[src/rtl/button_pkg.sv]
// Shared definitions for the controller-to-command path: button bit positions,
// repeat-channel state encoding and the frame counter width.
package button_pkg;

    localparam int FRAME_W    = 8;

    localparam int BTN_A      = 0;
    localparam int BTN_B      = 1;
    localparam int BTN_SELECT = 2;
    localparam int BTN_START  = 3;
    localparam int BTN_UP     = 4;
    localparam int BTN_DOWN   = 5;
    localparam int BTN_LEFT   = 6;
    localparam int BTN_RIGHT  = 7;

    typedef enum logic [1:0] {
        ST_IDLE   = 2'd0,
        ST_DELAY  = 2'd1,
        ST_REPEAT = 2'd2
    } rep_state_e;

    typedef logic [FRAME_W-1:0] frame_cnt_t;

endpackage

[src/rtl/repeat_channel.sv]
// Delayed-auto-shift channel: one pulse on press, another DELAY frames later,
// then one every RATE frames while the button stays held.
module repeat_channel
    import button_pkg::*;
#(
    parameter int DELAY = 16,
    parameter int RATE  = 6
) (
    input  logic clk,
    input  logic reset_n,
    input  logic frame_tick,
    input  logic held,
    input  logic cancel,
    output logic fire
);

    localparam frame_cnt_t DELAY_CNT = frame_cnt_t'(DELAY);
    localparam frame_cnt_t RATE_CNT  = frame_cnt_t'(RATE);

    rep_state_e state_q, state_d;
    frame_cnt_t cnt_q, cnt_d, cnt_dec;
    logic       fire_d;

    always_ff @(posedge clk or negedge reset_n) begin
        if (!reset_n) begin
            state_q <= ST_IDLE;
            cnt_q   <= '0;
            fire    <= 1'b0;
        end else begin
            state_q <= state_d;
            cnt_q   <= cnt_d;
            fire    <= fire_d;
        end
    end

    always_comb begin
        state_d = state_q;
        cnt_d   = cnt_q;
        fire_d  = 1'b0;
        cnt_dec = cnt_q - frame_cnt_t'(1);
        if (frame_tick) begin
            // A cancelled channel behaves exactly like a released one.
            if (!held || cancel) begin
                state_d = ST_IDLE;
                cnt_d   = '0;
            end else begin
                case (state_q)
                    ST_IDLE: begin
                        fire_d  = 1'b1;
                        cnt_d   = DELAY_CNT;
                        state_d = ST_DELAY;
                    end
                    ST_DELAY: begin
                        if (cnt_dec == '0) begin
                            fire_d  = 1'b1;
                            cnt_d   = RATE_CNT;
                            state_d = ST_REPEAT;
                        end else begin
                            cnt_d = cnt_dec;
                        end
                    end
                    ST_REPEAT: begin
                        if (cnt_dec == '0) begin
                            fire_d = 1'b1;
                            cnt_d  = RATE_CNT;
                        end else begin
                            cnt_d = cnt_dec;
                        end
                    end
                    default: begin
                        state_d = ST_IDLE;
                        cnt_d   = '0;
                    end
                endcase
            end
        end
    end

endmodule

[src/rtl/button_command_gen.sv]
// Turns per-frame controller snapshots into single-cycle Tetris command pulses.
// buttons_valid is a one-cycle strobe with no back-pressure: each high cycle is one frame.
module button_command_gen
    import button_pkg::*;
#(
    parameter int DAS_FRAMES  = 16,
    parameter int ARR_FRAMES  = 6,
    parameter int DROP_FRAMES = 3
) (
    input  logic       clk,
    input  logic       reset_n,
    input  logic [7:0] buttons,
    input  logic       buttons_valid,
    output logic       cmd_left,
    output logic       cmd_right,
    output logic       cmd_soft_drop,
    output logic       cmd_hard_drop,
    output logic       cmd_rot_cw,
    output logic       cmd_rot_ccw,
    output logic       cmd_pause
);

    logic [7:0] prev_buttons;
    logic [7:0] rise;
    logic       lr_conflict;
    logic       unused_rise;

    assign rise        = buttons & ~prev_buttons;
    assign lr_conflict = buttons[BTN_LEFT] & buttons[BTN_RIGHT];
    // Select and the repeat buttons have no press-edge command.
    assign unused_rise = ^{rise[BTN_SELECT], rise[BTN_DOWN], rise[BTN_LEFT], rise[BTN_RIGHT]};

    always_ff @(posedge clk or negedge reset_n) begin
        if (!reset_n) begin
            prev_buttons  <= '0;
            cmd_hard_drop <= 1'b0;
            cmd_rot_cw    <= 1'b0;
            cmd_rot_ccw   <= 1'b0;
            cmd_pause     <= 1'b0;
        end else begin
            cmd_hard_drop <= buttons_valid & rise[BTN_UP];
            cmd_rot_cw    <= buttons_valid & rise[BTN_A];
            cmd_rot_ccw   <= buttons_valid & rise[BTN_B];
            cmd_pause     <= buttons_valid & rise[BTN_START];
            if (buttons_valid) begin
                prev_buttons <= buttons;
            end
        end
    end

    repeat_channel #(.DELAY(DAS_FRAMES), .RATE(ARR_FRAMES)) u_left (
        .clk        (clk),
        .reset_n    (reset_n),
        .frame_tick (buttons_valid),
        .held       (buttons[BTN_LEFT]),
        .cancel     (lr_conflict),
        .fire       (cmd_left)
    );

    repeat_channel #(.DELAY(DAS_FRAMES), .RATE(ARR_FRAMES)) u_right (
        .clk        (clk),
        .reset_n    (reset_n),
        .frame_tick (buttons_valid),
        .held       (buttons[BTN_RIGHT]),
        .cancel     (lr_conflict),
        .fire       (cmd_right)
    );

    repeat_channel #(.DELAY(DROP_FRAMES), .RATE(DROP_FRAMES)) u_down (
        .clk        (clk),
        .reset_n    (reset_n),
        .frame_tick (buttons_valid),
        .held       (buttons[BTN_DOWN]),
        .cancel     (1'b0),
        .fire       (cmd_soft_drop)
    );

endmodule

[config.mk]
export PLATFORM = sky130hd
export DESIGN_NAME = button_command_gen
export DESIGN_NICKNAME = d
export VERILOG_FILES = /design/src/rtl/button_pkg.sv /design/src/rtl/repeat_channel.sv /design/src/rtl/button_command_gen.sv
export SDC_FILE = /design/constraint.sdc
export NUM_CORES = 1
export LEC_CHECK = 0
export BUFFER_PORTS_ARGS = -buffer_cell sky130_fd_sc_hd__buf_4
export CAP_MARGIN = 30
export CORE_AREA = 2 2 67 69
export CTS_CLUSTER_DIAMETER = 40
export DETAILED_ROUTE_END_ITERATION = 16
export DIE_AREA = 0 0 69 71
export GPL_TIMING_DRIVEN = 0
export PLACE_DENSITY = 0.77
export SYNTH_ARGS = -nofsm -noshare
export SYNTH_HDL_FRONTEND = slang
export SYNTH_SLANG_ARGS = --single-unit
[constraint.sdc]
create_clock -name clk -period 2.72 [get_ports clk]
set_input_delay 0.272 -clock clk [delete_from_list [all_inputs] [get_ports clk]]
set_output_delay 0.272 -clock clk [all_outputs]
set_load 0.01 [all_outputs]
* Word level (Yosys, flattened, before mapping)
Index checks and enable logic that the tools add are counted.
** Word-level totals
- Output and inout port bits :: 7
- Bits in registers :: 42
- Word-level logic and storage cells :: 82
- Input port bits :: 11
** Cells by class
- Equality and inequality tests :: 12
- Reduce and logical (&&, ||, !) cells :: 16
- Add/subtract/negate cells :: 3
- Bitwise operators :: 7
- Multiplexer cells :: 30
** Operator list (count)
- $mux 8 :: 6
- $pmux 8 s2 :: 3
- $logic_not 8->1 :: 3
- $sub 8x1->8 const B :: 3
- $pmux 2 s3 :: 3
- $mux 2 :: 6
- $mux 1 :: 9
- $reduce_and 3->1 :: 3
- $eq 2x1->1 const B :: 3
- $eq 2x2->1 const B :: 3
- $logic_not 2->1 :: 3
- $ne 3x1->1 const B :: 2
- $pmux 1 s2 :: 3
- $reduce_or 2->1 :: 3
- $and 1x1->1 :: 5
- $and 5x5->5 :: 1
- $not 5->5 :: 1
- $ne 2x1->1 const B :: 2
- $ne 3x2->1 const B :: 1
- $logic_not 1->1 :: 2
- $logic_or 1x1->1 :: 2
- $ne 2x2->1 const B :: 1

* Logic depth before layout (Yosys ltp)
Gate-level depths: netlist (run 1).
- Depth after elaboration :: 6
- Gate-level depth with buffers :: 7
- Mapped depth without buffers :: 7

* Cells and area by module
A second synthesis (run 1) with hierarchy kept.
** Unflattened totals
- Cells, all modules :: 298
- Area total of the unflattened synthesis :: 2801.4 µm²
** Modules (own cells, without submodules)
- repeat_channel at u_left ... :: seq. area each 275.3 µm², cells each 99, instances 2, area each 857.1 µm²
- repeat_channel at u_down :: seq. area each 275.3 µm², cells each 81, instances 1, area each 765.7 µm²
- button_command_gen :: seq. area each 200.2 µm², cells each 19, instances 1, area each 321.6 µm²

* Worst setup path before layout (run 1)
OpenSTA, ideal clock, no wires.
- Kind :: reg-to-reg
- From :: register u_down.cnt_q[0]
- To :: register u_down.state_q[0]
- Stages on the path, launching flop included :: 8
- Clock period less this slack :: 2.124 ns
- Data arrival time :: 2.044 ns
- Required time :: 2.641 ns
- Setup slack :: 0.596 ns
- Setup time :: 0.079 ns
- Path buffers :: 0
- Cells stage by stage :: dfrtp_1 -> inv_1 -> ha_1 -> or3b_2 -> o2bb2a_4 -> a211o_4 -> a21oi_4 -> mux2i_1
** On the way
- Word-level cells in the longest chain between the ends :: 4
** Ends and longest elaborated chain
- start, declared :: line repeat_channel.sv:21 : frame_cnt_t cnt_q, cnt_d, cnt_dec;
- start signal, assigned :: line repeat_channel.sv:31 : cnt_q <= cnt_d;
- $sub 8x1->8 :: line repeat_channel.sv:40 : cnt_dec = cnt_q - frame_cnt_t'(1);
- $logic_not 8->1 :: line repeat_channel.sv:54 : if (cnt_dec == '0) begin
- $ne 3x2->1 (no line)
- $reduce_and 3->1 (no line)
- end signal, assigned :: line repeat_channel.sv:30 : state_q <= state_d;
- end, declared :: line repeat_channel.sv:20 : rep_state_e state_q, state_d;
No other way between the ends.
A chain may end at the register's enable or synchronous reset.

* Worst setup path after layout (run 1)
Ends and elaborated chain as after synthesis.

==> reports/qor.txt, run 1 <==
Clock period minus worst slack -> 2310 ps
Max-slew violation count -> 0
Count of antenna-violating nets left after detailed routing -> 0
Warning count from the yosys run -> 0
Crit-path max cell delay -> 500 ps
H-tree levels -> 2
Die height -> 71 um
CP endpoint kind -> flip-flop
Setup repair after global routing missed its margin -> no
Maximum number of buffers from clock root to sink -> 2
DR vias -> 1873
Global-route wire length before repair -> 8.04 mm
Count of buffers inserted at the top-level ports -> 14
Critical path class -> reg -> reg
Placed cell count -> 316
Proportion of layout cells with a drive suffix above 1 -> 0.114
Detailed Place HPWL -> 3.14 mm
Synthesis-to-finish area growth -> 12.2%
Count of standard-cell rows -> 24
Highest clock rate -> 0.433 GHz
Clock slew seen by the registers of the worst setup and hold paths -> 80 ps
CTS-repair resized insts -> 0
Initial Util -> 0.574
Library cells used by synthesis -> 45
Length of the first detailed-routing pass in iterations -> 4
Area taken by multi-input logic gates -> 1300 um^2
Leak pwr -> 1.29 nW
Mapped Cells -> 250
Top cell type by total area after synthesis -> dfrtp_1
CTS Hold Buffers Added -> 1
Largest cells by area after synthesis -> dfrtp_1 (43%), ha_1 (11%), o21ai_0 (5.2%)
Post-Route Utilization -> 0.644
Antenna violations before repair -> 0
Final hold violations -> 0
TritonCTS clock tree -> yes
Maximum fanout along the worst path -> 9
Placeable core region -> 4200 um^2
CP cell instances -> inv_1 > ha_1 > or3b_2 > o2bb2a_4 > a211o_4 > a21oi_4 > mux2i_1
Final nets -> 304
Leftover overflow at the end of global routing -> 0
Mean area per synthesized cell -> 9.65 um^2
Die width -> 69 um
Initial DRC count -> 141
Via count of the first global-routing pass -> 1820
Diode insertion count for antenna repair -> 0
Insertion delay of the later-clocked pin in the worst-skew pair -> 300 ps
Outcome -> finished clean
Yosys reg bits -> 41
Accumulated negative setup slack -> 0 ps
Transition time at the pin with the least slew margin -> 508 ps
Critical-path cell with the highest stage delay -> dfrtp_1
Skew final -> 5.55 ps
Worst reg-to-reg setup slack -> 410 ps
Storage cell area -> 1030 um^2
Top Family by Delay on Critical Path -> compound AO/OA/AOI/OAI gates
GRT Util Overall -> 0.202
Area of all placed cells without fillers -> 2710 um^2
Sum of internal, switching and leakage power -> 1.86 mW
Post-synthesis cell area -> 2410 um^2
Signal arrival time at the worst endpoint -> 2540 ps
Maximum number of pins on one net before global-route repair -> 42
Area fraction of the dominant cell type after synthesis -> 0.425
Number of remaining DRC errors -> 0
Async set-or-reset flop fraction in the synthesized netlist -> 1.00
Average wire per cell in the routed design -> 14.0 um
Number of fillers in the final layout -> 343
CTS sink count -> 41
Seq/Total Area, Yosys -> 0.425
Root buffer selected by CTS -> clkbuf_8
Post-route non-filler standard cell count -> 325
Routability congestion estimate -> 0.825
Wire length reported by the detailed router -> 4.54 mm
Post-CTS setup buffer count -> 0
Power density cells -> 687 nW/um^2
Required time of the worst setup path -> 2950 ps
Total cell area at the placement stage -> 2580 um^2
Worst min-delay path class -> in -> reg
Kind of launch point of the worst setup path -> flip-flop
Maximum vdd drop -> 0.332 mV
Top flip-flop cell by instance count after synthesis -> dfrtp_1
# IOs -> 18
Worst slew margin relative to its limit -> 0.662
Num CTS Buffers -> 5
Post-synth EDFFs -> 0
Nets in the synthesized netlist -> 282
Share of the clock period used by the worst path after layout -> 0.850
WP buf/inv -> 1
Final number of setup-violating endpoints -> 0
Max Cap Violations -> 0
Die Area -> 4900 um^2
Routed via count divided by cell count -> 5.76
## sequential cells by signal, indices dropped and copies added, names as in the netlist
| name | flops |
|---|---|
| cmd_hard_drop | 1 |
| cmd_pause | 1 |
| cmd_rot_ccw | 1 |
| cmd_rot_cw | 1 |
| prev_buttons | 4 |
| u_down.cnt_q | 8 |
| u_down.fire | 1 |
| u_down.state_q | 2 |
| u_left.cnt_q | 8 |
| u_left.fire | 1 |
| u_left.state_q | 2 |
| u_right.cnt_q | 8 |
| u_right.fire | 1 |
| u_right.state_q | 2 |
## stage by stage
stage	hold WS [ps]	setup slack (ps)
finish	210	408
detailed placement	289	437
global placement	291	435
global route	202	279
floorplan	-23.6	596
CTS	205	409
## logic make-up after synthesis
group / count (synthesis) / synth area share
compound gates: 69 / 0.200
xor+xnor: 5 / 0.0181
fa+ha+maj: 21 / 0.109
buf+inv: 24 / 0.0373
flops: 41 / 0.425
mux: 6 / 0.0270
simple gates: 84 / 0.184
## layout make-up
cell class / instances / share of cell area
Clock inverter: 3 / 0.0171
Timing Repair Buffer: 15 / 0.0425
Clock buffer: 5 / 0.0254
Buffer: 10 / 0.0139
Tap cell: 52 / 0.0240
Inverter: 14 / 0.0194
Sequential cell: 41 / 0.379
Multi-Input combinational cell: 185 / 0.479
## power breakdown
part           internal (mW)  total [mW]  leakage, nW  switching (mW)
Clock                  0.275       0.501       0.0543           0.227
Combinational          0.266       0.574        0.683           0.308
Sequential             0.688       0.787        0.550          0.0985
Total                   1.23        1.86         1.29           0.633
## worst register-to-register path: cells and delay by family, from the launching register on
kind	cells	cell delay, ps
muxes	1	190
AOI/OAI and AO/OA	3	700
and+or+nand+nor	1	490
adders and majority gates	1	280
DFF	1	500
buffers and inverters	1	80
## Yosys cell counts (4+ instances only)
cell,instances
nor3b_1,4
nor2_1,12
ha_1,21
mux2_2,4
nand2b_1,4
o31ai_1,5
a21o_1,6
nor2b_1,7
o21ai_0,25
inv_1,14
a21oi_1,10
nor4_1,4
nand2_1,24
dfrtp_1,41
or4_1,4
nor3_1,4
clkbuf_1,10
nand4_1,4
nand3_1,7
xnor2_1,4
## final timing paths
kind	from	end	depth (start not counted)
min	buttons[4]	prev_buttons[4]	2
min in group asynchronous	reset_n	u_right.state_q[1]	2
max in group asynchronous	reset_n	cmd_pause	2
max	u_down.cnt_q[0]	u_down.state_q[0]	7
min reg2reg	prev_buttons[1]	cmd_rot_ccw	1
max reg2reg	u_down.cnt_q[0]	u_down.state_q[0]	7
## routing by layer
layer | global-route usage | vias to the layer above | share of wire
li1 | - | 937 | -
met1 | 0.263 | 887 | 0.47
met2 | 0.335 | 40 | 0.48
met3 | 0.0356 | 9 | 0.034
met4 | 0.0806 | 0 | 0.020
met5 | 0 | - | 0
## cell usage in the layout (no fill, tap or decap), drive strengths merged, types with 3 or more instances in the layout
cell and count:
a211o 4, nand4 4, nor2 12, a21o 6, nand2b 4, or3 3, o21ai 26, nor4 4
a41o 3, nor2b 7, dfrtp 41, nor3 4, nand3 7, buf 14, mux2 4, o31ai 5
or4 5, nor3b 4, a21oi 11, xnor2 4, clkbuf 15, nand2 24, inv 14, ha 21
(Power assumes the default switching activity.)
==> run 2, diff against run 1 <==
- clock period: 2.72 -> 2.3 ns (I/O delays scaled with it)
==> run 2 against run 1 <==
Global-route usage unchanged. Core utilization up 1.1 points. Non-clock buffer count up 3. Via count up 0.21%. Clock power up 18%. First-iteration DRC count up 6.4%. Worst setup slack worse by 290 ps. Routed wire length up 0.73%. Clock skew about the same. Worst hold slack worse by 40 ps. Largest cell class unchanged. Largest power group unchanged.
==> reports/qor.txt, run 2 (synthesized netlist as in run 1, its figures left out) <==
Outcome -> finished clean
CP endpoint kind -> flip-flop
Proportion of layout cells with a drive suffix above 1 -> 0.145
Worst hold margin -> 170 ps
Skew final -> 6.01 ps
Final number of setup-violating endpoints -> 0
Synthesis-to-finish area growth -> 14.1%
Placeable core region -> 4200 um^2
Logic gate share of total power -> 0.330
Post-Place Worst Slack -> 16.9 ps
Max-slew violation count -> 0
Leftover overflow at the end of global routing -> 0
Initial Util -> 0.574
Maximum number of pins on one net before global-route repair -> 42
Critical path class -> reg -> reg
DR vias -> 1877
Via count of the first global-routing pass -> 1820
Worst min-delay path class -> in -> reg
Required time of the worst setup path -> 2520 ps
Fraction of power spent switching nets -> 0.336
Length of the first detailed-routing pass in iterations -> 4
Worst slew margin relative to its limit -> 0.657
Die width -> 69 um
Final nets -> 307
Global-route wire length before repair -> 8.04 mm
# IOs -> 18
Count of buffers inserted at the top-level ports -> 14
Accumulated negative setup slack -> 0 ps
Area of all placed cells without fillers -> 2750 um^2
Antenna violations before repair -> 0
Maximum fanout along the worst path -> 7
Diode insertion count for antenna repair -> 0
GRT Util Overall -> 0.202
Clock period minus worst slack -> 2190 ps
P_int -> 1.49 mW
H-tree levels -> 2
Insertion delay of the later-clocked pin in the worst-skew pair -> 300 ps
Share of the clock period used by the worst path after layout -> 0.950
CTS sink count -> 41
Kind of launch point of the worst setup path -> flip-flop
Num CTS Buffers -> 5
Number of fillers in the final layout -> 337
Startpoint of the worst hold path -> buttons[4]
Average wire per cell in the routed design -> 13.9 um
Wire length reported by the detailed router -> 4.58 mm
Sw Pwr -> 0.753 mW
Sum of internal, switching and leakage power -> 2.24 mW
Met3 capacity usage during global routing -> 0.0356
Commonest cells after routing, fill and taps aside -> dfrtp_1 (39), o21ai_0 (25), nand2_1 (24)
Die Area -> 4900 um^2
Clock slew seen by the registers of the worst setup and hold paths -> 80 ps
Number of remaining DRC errors -> 0
Count of antenna-violating nets left after detailed routing -> 0
Max Cap Violations -> 0
Routed via count divided by cell count -> 5.72
Initial DRC count -> 150
Most common cell after layout, fill and taps aside -> dfrtp_1
Routability congestion estimate -> 0.825
Gr busiest metal -> met2
Clock share of power -> 0.265
Top flop regs -> u_down.cnt_q: 8 flops, u_left.cnt_q: 8 flops, u_right.cnt_q: 8 flops
Root buffer selected by CTS -> clkbuf_8
Met2 Resource Use GR -> 0.335
Final hold violations -> 0
Transition time at the pin with the least slew margin -> 514 ps
Maximum vdd drop -> 0.400 mV
Signal arrival time at the worst endpoint -> 2410 ps
Share of total power in sequential cells -> 0.405
Setup slack after layout -> 115 ps
Leak pwr -> 1.30 nW
Detailed Place HPWL -> 3.14 mm
Maximum number of buffers from clock root to sink -> 2
Crit. Startpoint -> u_right.cnt_q[0]
TritonCTS clock tree -> yes
Count of standard-cell rows -> 24
Highest clock rate -> 0.458 GHz
Grt met1 use -> 0.263
Die height -> 71 um
Total cell area at the placement stage -> 2580 um^2
Power density cells -> 814 nW/um^2
Origin of the critical flop-to-flop path -> u_right.cnt_q[0]
run 2: changes by cell type in the layout (fill, tap and decap cells not counted), sizes merged:
cell,change
buf,+3
run 2: repair_timing:
action / 4_1_cts / 5_1_grt
endpoints found under the hold margin: 41 / 0
resized for setup: 1 / 6
setup endpoints to repair: 1 / 8
setup buffers: 0 / 3
hold buffers: 1 / 0
run 2: final timing paths:
path | endpoint | slack, ps | depth (start not counted)
min in group asynchronous | u_right.state_q[1] | 430 | 2
worst max-delay path | u_right.state_q[0] | 110 | 7
worst min register to register | cmd_rot_ccw | 420 | 1
worst min-delay path | prev_buttons[4] | 170 | 2
worst max register to register | u_right.state_q[0] | 110 | 7
max in group asynchronous | u_down.cnt_q[0] | 1480 | 2
run 2: worst max-delay path, stage by stage (launching register included):
cell	delay (ps)
dfrtp_1	400
inv_1	120
ha_4	160
or3b_4	400
o31ai_1	260
nand4_1	330
a211o_1	380
o21ai_0	60
run 2: power groups by stage:
stage / registers (mW) / logic, mW / clock network (mW)
2_1_floorplan: 0.919 / 0.525 / 0
3_3_place_gp: 0.937 / 0.654 / 0
3_5_place_dp: 0.940 / 0.668 / 0
4_1_cts: 0.929 / 0.677 / 0.609
5_1_grt: 0.925 / 0.834 / 0.635
6_report: 0.908 / 0.740 / 0.593
run 2: area by class of cell:
class                           instances  area (um^2)  area share
Sequential cell                        41         1030       0.373
Multi-Input combinational cell        185         1320       0.478
Timing Repair Buffer                   18          138      0.0500
Clock buffer                            5         68.8      0.0250
Inverter                               14         52.6      0.0191
Buffer                                 10         37.5      0.0136
Tap cell                               52         65.1      0.0236
Clock inverter                          3         46.3      0.0168
run 2: routing by layer:
metal	routed length (um)	part of all wire
met5	0	0
met3	190	0.042
met2	2180	0.48
met1	2130	0.47
met4	72	0.016
run 2: per-stage QoR:
stage / utilization / std cells
after global placement: 0.615 / 316
after global routing: 0.655 / 328
after detailed placement: 0.615 / 316
after floorplan: - / 250
final: 0.655 / 328
after CTS: 0.645 / 325
